<file path="config.mk">
export PLATFORM = sky130hd
export DESIGN_NAME = if_fetch_stage
export DESIGN_NICKNAME = d
export VERILOG_FILES = /design/src/rtl/if_fetch_stage.sv
export SDC_FILE = /design/constraint.sdc
export NUM_CORES = 1
export LEC_CHECK = 0
export ABC_AREA = 1
export ABC_CLOCK_PERIOD_IN_PS = 4600
export CORE_UTILIZATION = 30
export CTS_CLUSTER_SIZE = 30
export DETAILED_ROUTE_END_ITERATION = 8
export DONT_BUFFER_PORTS = 1
export PLACE_DENSITY = 0.57
export SLEW_MARGIN = 20
export SYNTH_ARGS = -nofsm -noshare
export SYNTH_HDL_FRONTEND = slang
export SYNTH_SLANG_ARGS = --single-unit
</file>
<file path="constraint.sdc">
create_clock -name clk -period 4.6 [get_ports clk]
set_input_delay 0.23 -clock clk [delete_from_list [all_inputs] [get_ports clk]]
set_output_delay 0.23 -clock clk [all_outputs]
set_load 0.03 [all_outputs]
</file>
<file path="src/rtl/if_fetch_stage.sv">
// Instruction-fetch stage: owns the PC, parks redirects that arrive during a stall, drives IF/ID.
// Optional macro ALIGN_CHECK_EN forces redirect targets to word alignment and pulses addr_err.
module if_fetch_stage #(
  parameter logic [31:0] RESET_PC = 32'h0000_3000
) (
  input  logic        clk,
  input  logic        reset,
  input  logic        stall,
  input  logic        id_clr,
  input  logic        redirect_valid,
  input  logic [31:0] redirect_pc,
  input  logic [31:0] im_instr,
  output logic [31:0] pc,
  output logic [31:0] id_instr,
  output logic [31:0] id_pc,
  output logic [31:0] id_pc4,
  output logic        id_valid,
  output logic        addr_err
);

  logic        pend_valid;
  logic [31:0] pend_pc;
  logic [31:0] target;
  logic [31:0] load_pc;
  logic        take_target;
  logic [31:0] pc_plus4;

  assign pc_plus4 = pc + 32'd4;

  // A live redirect wins over a parked one; either is only consumed on an unstalled edge.
  always_comb begin
    target      = pend_pc;
    take_target = 1'b0;
    if (redirect_valid) begin
      target = redirect_pc;
    end
    if (!stall && (redirect_valid || pend_valid)) begin
      take_target = 1'b1;
    end
  end

`ifdef ALIGN_CHECK_EN
  logic addr_err_q;
  logic misaligned;

  assign misaligned = take_target && (target[1:0] != 2'b00);
  assign load_pc    = {target[31:2], 2'b00};
  assign addr_err   = addr_err_q;

  always_ff @(posedge clk or posedge reset) begin
    if (reset) begin
      addr_err_q <= 1'b0;
    end else begin
      addr_err_q <= misaligned;
    end
  end
`else
  assign load_pc  = target;
  assign addr_err = 1'b0;
`endif

  always_ff @(posedge clk or posedge reset) begin
    if (reset) begin
      pc         <= RESET_PC;
      pend_valid <= 1'b0;
      pend_pc    <= 32'd0;
    end else if (stall) begin
      if (redirect_valid) begin
        pend_valid <= 1'b1;
        pend_pc    <= redirect_pc;
      end
    end else if (take_target) begin
      pc         <= load_pc;
      pend_valid <= 1'b0;
    end else begin
      pc <= pc_plus4;
    end
  end

  // Bubble insertion beats stall; a redirect never flushes, so the same-cycle fetch is the delay slot.
  always_ff @(posedge clk or posedge reset) begin
    if (reset) begin
      id_instr <= 32'd0;
      id_pc    <= RESET_PC;
      id_pc4   <= RESET_PC + 32'd4;
      id_valid <= 1'b0;
    end else if (id_clr) begin
      id_instr <= 32'd0;
      id_pc    <= pc;
      id_pc4   <= pc_plus4;
      id_valid <= 1'b0;
    end else if (!stall) begin
      id_instr <= im_instr;
      id_pc    <= pc;
      id_pc4   <= pc_plus4;
      id_valid <= 1'b1;
    end
  end

endmodule

</file>
==> results.md, run 1 <==
- Die outline area: 0.0254 mm²
- Comb power frac: 10.7%
- Internal cell power: 2.60 mW
- GRT overflow: 0
- Post-synth EDFFs: 0
- Cell mode on critical path: nand2_1
- Longest Clk Path Bufs: 2
- Root Driver: clkbuf_16
- # rows: 57
- Setup TNS Final: 0 ns
- CP Buf/Inv Count: 0
- Critical path type: flop to flop
- Ports: 199
- Crit path max fanout: 8
- First-pass GRT wire length: 33.4 mm
- CTS Sinks: 160
- Synth Register Bits: 160
- Commonest non-fill, non-tap cell in the layout: nand2_1
- Leak Pwr: 4.12 nW
- Die width: 159 µm
- Max-slew violation count: 0
- Post-synthesis cell type count: 35
- Vias/cell: 4.61
- Cell Area, Synth: 0.00743 mm²
- Iter 0 DRT Violations: 391
- Maximum VDD drop: 179 µV
- Clock group share of total power: 36.2%
- Share of layout cells above drive strength 1: 8.71%
- Final count of hold timing violations: 0
- Commonest non-fill, non-tap cells in the layout: nand2_1, dfrtp_1, o21ai_0
- PD cells: 474 mW/mm²
- Vias in the first global route: 5675
- Detail Route Antenna Nets: 0
- Async set-reset flop share out of synthesis: 100%
- Mapped Nets: 963
- Initial core utilization: 30.5%
- Final WL: 21.0 mm
- Pin count of the biggest net entering global routing: 94
- Avg WL per Cell: 16.9 µm
- Yosys warning count: 0
- Worst min-delay path class: primary input to flop
- Initial antenna violation count: 8
- Critical Path End Type: flop
- Die Height: 159 µm
- Syn avg cell area: 8.32 µm²
- Area Growth Syn to Fin: 15.6%
- Status: finished, final reports clean
- Slowest cell on crit path: dfrtp_1
- Flop pwr share: 53.1%
- Total Routing Usage GR: 17.1%
- Placer congestion estimate: 0.847
- # H-tree levels: 4
- Final Instance Area: 0.00859 mm²
- Sequential area share after synthesis: 54.0%
- Mapped Cells: 893
- Final Cycle Share: 44.4%
- Worst rel slew slack: 37.9%
- RSZ-0062 raised after global routing: no
- Slowest cell delay on critical path: 0.70 ns
- Net Sw Frac: 36.1%
- Critical Path, Cell by Cell: ha_1 -> nand2_1 -> nor2_2 -> nand2_4 -> nor2_4 -> nand2_1 -> nand2_1 -> nand2_1 -> nand2_1 -> nand2_1
- Period minus WS final: 2.04 ns
- DRC: 0
- CTS tree: built
- Fmax: 0.489 GHz
- Placed cell areas: 0.00760 mm²
- Clock slew at reported path FFs: 0.07 ns
- Critical path's top delay family: simple AND/OR/NAND/NOR gates
- MaxCap Viol Count: 0
- CTS Buf Count: 17
- Crit path launch type: flop
- PostCTS Resize Cnt: 0
- Post-DP HPWL: 14.4 mm
- Worst Tran Pin Value: 0.931 ns
- Switch Pwr: 1.47 mW
- Critical Path RT: 4.92 ns
- Main synth FF type: dfrtp_1
- Clock latency on the worst-skew pair: 0.43 ns
- Pre-Repair DR Iteration Count: 5
- Core footprint: 0.0243 mm²
- DR vias: 5740
- Final Setup Violations: 0
- Worst Clk Skew: 0.0103 ns
- Post-CTS Setup Bufs: 0
- # hold bufs at CTS: 36
- NumNets Final: 975
- CP arrival: 2.36 ns
- Port Buffers: 0
[sequential cells by signal, indices dropped and copies added (netlist names)]
signal	count
id_pc4	30
id_pc	32
pend_valid	1
id_instr	32
id_valid	1
pc	32
pend_pc	32
[through the flow]
step / power [mW] / instances / worst slack (ns) / hold slack [ns] / util, %
finish: 4.07 / 1246 / 2.56 / 0.0345 / 35.3
global route: 4.26 / 1242 / 2.40 / 0.0399 / 35.3
CTS: 4.12 / 1242 / 2.55 / 0.0258 / 35.3
detailed placement: 2.60 / 1174 / 2.55 / 0.300 / 31.2
global placement: 2.59 / 1174 / 2.58 / 0.300 / 31.2
floorplan: 2.45 / 893 / 0.0617 / 0.296 / -
[cell families (layout without fill, tap and decap cells)]
group / after synthesis / after routing / share of synthesized area (%)
AND/OR/NAND/NOR: 449 / 449 / 25.2
flip-flops: 160 / 160 / 54.0
other: 1 / 5 / 0.0505
multiplexers: 15 / 15 / 2.02
AO/OA/AOI/OAI: 134 / 134 / 9.42
adder cells (fa/ha/maj): 1 / 1 / 0.168
buffers and inverters: 118 / 143 / 7.23
XOR/XNOR: 15 / 15 / 1.87
[power by group through the flow]
| stage | combinational, mW | sequential [mW] | clock [mW] |
|---|---|---|---|
| after floorplan | 0.361 | 2.09 | 0 |
| after global placement | 0.399 | 2.19 | 0 |
| after detailed placement | 0.409 | 2.19 | 0 |
| after CTS | 0.442 | 2.17 | 1.51 |
| after global routing | 0.509 | 2.19 | 1.56 |
| final | 0.435 | 2.16 | 1.47 |
[cell usage after synthesis, drive strengths merged (4+ instances only)]
cell type	count	share of area, %
o21ai	104	7.0
nand3	20	1.3
dfrtp	153	52
nand2	346	18
mux2i	15	2.0
nand3b	4	0.40
dfstp	7	2.5
nor2	64	4.4
xor2	15	1.9
a21oi	21	1.4
or2	11	0.93
inv	71	3.6
clkbuf	15	0.77
buf	32	2.9
[worst min-delay path: cells and delay by family]
kind	cells	cell delay, ns
compound gates	1	0.06
simple gates	2	0.12
[routing by layer]
| metal | GRT usage [%] | vias up | share of wire, % |
|---|---|---|---|
| met5 | 0 | - | 0.23 |
| met4 | 4.94 | 6 | 1.4 |
| met3 | 7.09 | 21 | 9.3 |
| met2 | 26.5 | 199 | 46 |
| met1 | 21.9 | 2699 | 43 |
| li1 | - | 2815 | - |
[final timing paths]
path,startpoint,end,slack (ns),cells past startpoint
min reg2reg,pend_pc[8],pend_pc[8],0.48,2
max in group asynchronous,reset,id_pc4[30],3.07,3
max reg2reg,pc[2],id_pc4[22],2.56,10
min,id_clr,id_instr[29],0.03,3
max,pc[2],id_pc4[22],2.56,10
min in group asynchronous,reset,id_pc[6],0.46,2
[area by class of cell]
cell class              count  area [µm²]
clock inverters            14         169
flip-flops and latches    160        4010
fillers                  2446       15700
repair buffers             40         400
multi-input cells         615        2880
well taps                 324         405
diodes                      4        10.0
inverters                  71         272
clock buffers              18         439
(Power assumes the default switching activity.)
==> run 2: changes to the inputs <==
--- a/config.mk
+++ b/config.mk
@@ -5,13 +5,13 @@
 export SDC_FILE = /design/constraint.sdc
 export NUM_CORES = 1
 export LEC_CHECK = 0
-export ABC_AREA = 1
-export ABC_CLOCK_PERIOD_IN_PS = 4600
+export ABC_AREA = 0
+export ABC_CLOCK_PERIOD_IN_PS = 2100
 export CORE_UTILIZATION = 30
 export CTS_CLUSTER_SIZE = 30
 export DETAILED_ROUTE_END_ITERATION = 8
 export DONT_BUFFER_PORTS = 1
-export PLACE_DENSITY = 0.57
+export PLACE_DENSITY = 0.56
 export SLEW_MARGIN = 20
 export SYNTH_ARGS = -nofsm -noshare
 export SYNTH_HDL_FRONTEND = slang
==> constraint.sdc (replaced) <==
create_clock -name clk -period 2.1 [get_ports clk]
set_input_delay 0.105 -clock clk [delete_from_list [all_inputs] [get_ports clk]]
set_output_delay 0.105 -clock clk [all_outputs]
set_load 0.03 [all_outputs]
==> results.md, run 2 <==
- Iter 0 DRT Violations: 378 (-3.3%)
- Clock slew at reported path FFs: 0.07 ns (about the same)
- Worst Clk Skew: 0.0112 ns (+0.000881 ns)
- Worst hold start: stall
- Vias/cell: 5.09 (+11%)
- DRC: 0 (unchanged)
- Die Height: 162 µm (+1.9%)
- CTS tree: built
- Crit path launch type: flop
- Avg WL per Cell: 19.6 µm (+16%)
- Final Cycle Share: 97.6% (+53 points)
- Ports: 199 (unchanged)
- CTS Sinks: 160 (unchanged)
- Port Buffers: 0 (unchanged)
- Maximum VDD drop: 470 µV (+160%)
- First-pass GRT wire length: 39.1 mm (+17%)
- Pre-CTS WS: -0.0585 ns (-2.61 ns)
- Syn avg cell area: 9.46 µm² (+14%)
- Placed Cells: 1137 (-3.2%)
- Setup TNS Final: 0 ns (unchanged)
- Final Instance Area: 0.0102 mm² (+19%)
- Synth Register Bits: 160 (unchanged)
- Vias in the first global route: 6636 (+17%)
- Longest Clk Path Bufs: 2 (unchanged)
- Critical path type: flop to flop
- Worst Tran Pin Value: 1.03 ns (+0.101 ns)
- Pre-Repair DR Iteration Count: 5 (unchanged)
- Sequential area share after synthesis: 52.0% (-2.0 points)
- Critical Path RT: 2.42 ns (-2.50 ns)
- Yosys warning count: 0 (unchanged)
- Worst rel slew slack: 30.9% (-7.0 points)
- Final WL: 25.2 mm (+20%)
- Worst min-delay path class: primary input to flop
- # H-tree levels: 4 (unchanged)
- Post-synthesis cell type count: 54 (+54%)
- Worst setup margin: 0.0512 ns (-2.51 ns)
- Reg2reg start: id_instr[6]
- Root Driver: clkbuf_16
- Total Routing Usage GR: 19.6% (+2.4 points)
- Detail Route Antenna Nets: 0 (unchanged)
- # rows: 58 (+1.8%)
- MaxCap Viol Count: 0 (unchanged)
- Initial antenna violation count: 3 (-5)
- Placed cell areas: 0.00840 mm² (+11%)
- Main synth FF type: dfrtp_1
- Pin count of the biggest net entering global routing: 89 (-5.3%)
- Non-Filler Instances: 1287 (+3.3%)
- Die width: 162 µm (+1.9%)
- Max-slew violation count: 0 (unchanged)
- NumNets Final: 1013 (+3.9%)
- Cell Area, Synth: 0.00772 mm² (+3.9%)
- CTS Buf Count: 17 (unchanged)
- Async set-reset flop share out of synthesis: 100% (unchanged)
- Crit path launch: id_instr[6]
- Leak Pwr: 4.48 nW (+8.7%)
- Post-synth EDFFs: 0 (unchanged)
- Post-DP HPWL: 16.1 mm (+12%)
- Fill count: 2406 (-1.6%)
- Mapped Nets: 886 (-8.0%)
- Clock latency on the worst-skew pair: 0.44 ns (about the same)
- CP arrival: 2.36 ns (about the same)
- Initial core utilization: 30.6% (+0.11 points)
- Status: finished, final reports clean
- Core footprint: 0.0252 mm² (+3.5%)
- Final count of hold timing violations: 0 (unchanged)
- RSZ-0062 raised after global routing: no
- Post-synth top cells: dfrtp_1, nand2_1, nor2_1
- Synth area leader: dfrtp_1
- DR vias: 6553 (+14%)
- Period minus WS final: 2.05 ns (+0.00591 ns)
- Die outline area: 0.0264 mm² (+3.9%)
- Largest cells by area after synthesis: dfrtp_1, nand2_1, mux2i_1
- GRT overflow: 0 (unchanged)
- Critical Path End Type: flop
- Final Setup Violations: 0 (unchanged)
- Fmax: 0.488 GHz (-0.29%)
- Crit path max fanout: 2 (-6)
- Commonest non-fill, non-tap cells in the layout: nand2_1, dfrtp_1, dlygate4sd3_1
- Top-area cell type share of the netlist area: 49.6% (-1.9 points)
- Area Growth Syn to Fin: 32.8%
- Share of layout cells above drive strength 1: 14.7% (+5.9 points)
- Mapped Cells: 816 (-8.6%)
- Placer congestion estimate: 0.824 (-2.7%)
- PD cells: 940 mW/mm² (+99%)
==> run 2: changes by cell type after synthesis, moves of 11 or more <==
cell	change
nor2_1	+20
nor4_1	+11
a21oi_1	+27
o21ai_0	-70
xor2_1	-11
mux2i_1	+29
a31oi_1	+11
nand2_1	-188
nand4_1	+12
mux2_2	+24
nor3_1	+18
inv_1	-62
clkbuf_1	+40
==> run 2: what timing repair did <==
| action | 4_1_cts | 5_1_grt |
|---|---|---|
| endpoints found under the setup margin | 8 | 4 |
| pin swaps | 0 | 1 |
| hold endpoints to repair | 126 | 0 |
| hold buffers | 117 | 0 |
| gates resized for setup | 2 | 2 |
| setup buffers | 0 | 0 |
==> run 2: per-layer routing <==
layer	share of wire (%)	vias up	GRT usage, %
met5	0.067	-	0
met4	1.6	2	6.13
met3	8.0	34	6.88
met2	45	226	29.7
met1	46	3179	25.9
li1	-	3112	-
==> run 2: final timing paths <==
check / slack (ns) / end / cells after the start
max reg2reg: 0.05 / id_instr[6] / 4
min in group asynchronous: 0.29 / pend_pc[1] / 2
min: 0.02 / pc[25] / 3
max in group asynchronous: 1.05 / id_pc4[2] / 3
max: 0.05 / id_instr[6] / 4
min reg2reg: 0.50 / pend_pc[22] / 1
==> run 2: cell families (layout without fill, tap and decap cells) <==
group | Yosys count | after routing | share of synthesized area [%]
other cells | 1 | 3 | 0.0486
buf+inv | 81 | 220 | 4.33
simple gates | 347 | 347 | 21.1
xor+xnor | 11 | 11 | 1.25
compound gates | 147 | 147 | 11.9
flops | 160 | 160 | 52.0
mux | 68 | 68 | 9.21
fa+ha+maj | 1 | 1 | 0.162
==> run 2: cell type report <==
class                      instances  area, µm²  area share [%]
clock inverter                    11        181            1.77
tap                              330        413            4.03
clock buffer                      20        447            4.36
sequential                       160       4010            39.2
antenna                            2       5.00          0.0488
timing repair buffer             183       1760            17.1
multi-input combinational        575       3400            33.2
inverter                           6       26.3           0.256
==> run 2: worst max-delay path, stage by stage, from the launching register on <==
cell	delay, ns
dfrtp_1	0.51
mux2i_1	0.22
dlygate4sd3_1	0.59
nor2_1	0.04
dlygate4sd3_1	0.57
==> run 2: where the power goes <==
group	switching (mW)	internal [mW]	total [mW]
combinational	1.10	0.741	1.84
sequential	0.867	3.54	4.41
clock	1.36	2.03	3.39
total	3.32	6.31	9.64
==> run 2: per-stage QoR <==
stage               hold slack [ns]  util (%)  total power, mW
global placement              0.166      33.4             6.01
detailed placement            0.171      33.4             6.04
CTS                         0.00276      40.6             9.70
finish                       0.0213      40.7             9.64
global route                 0.0224      40.7             10.1
floorplan                     0.256         -             5.54
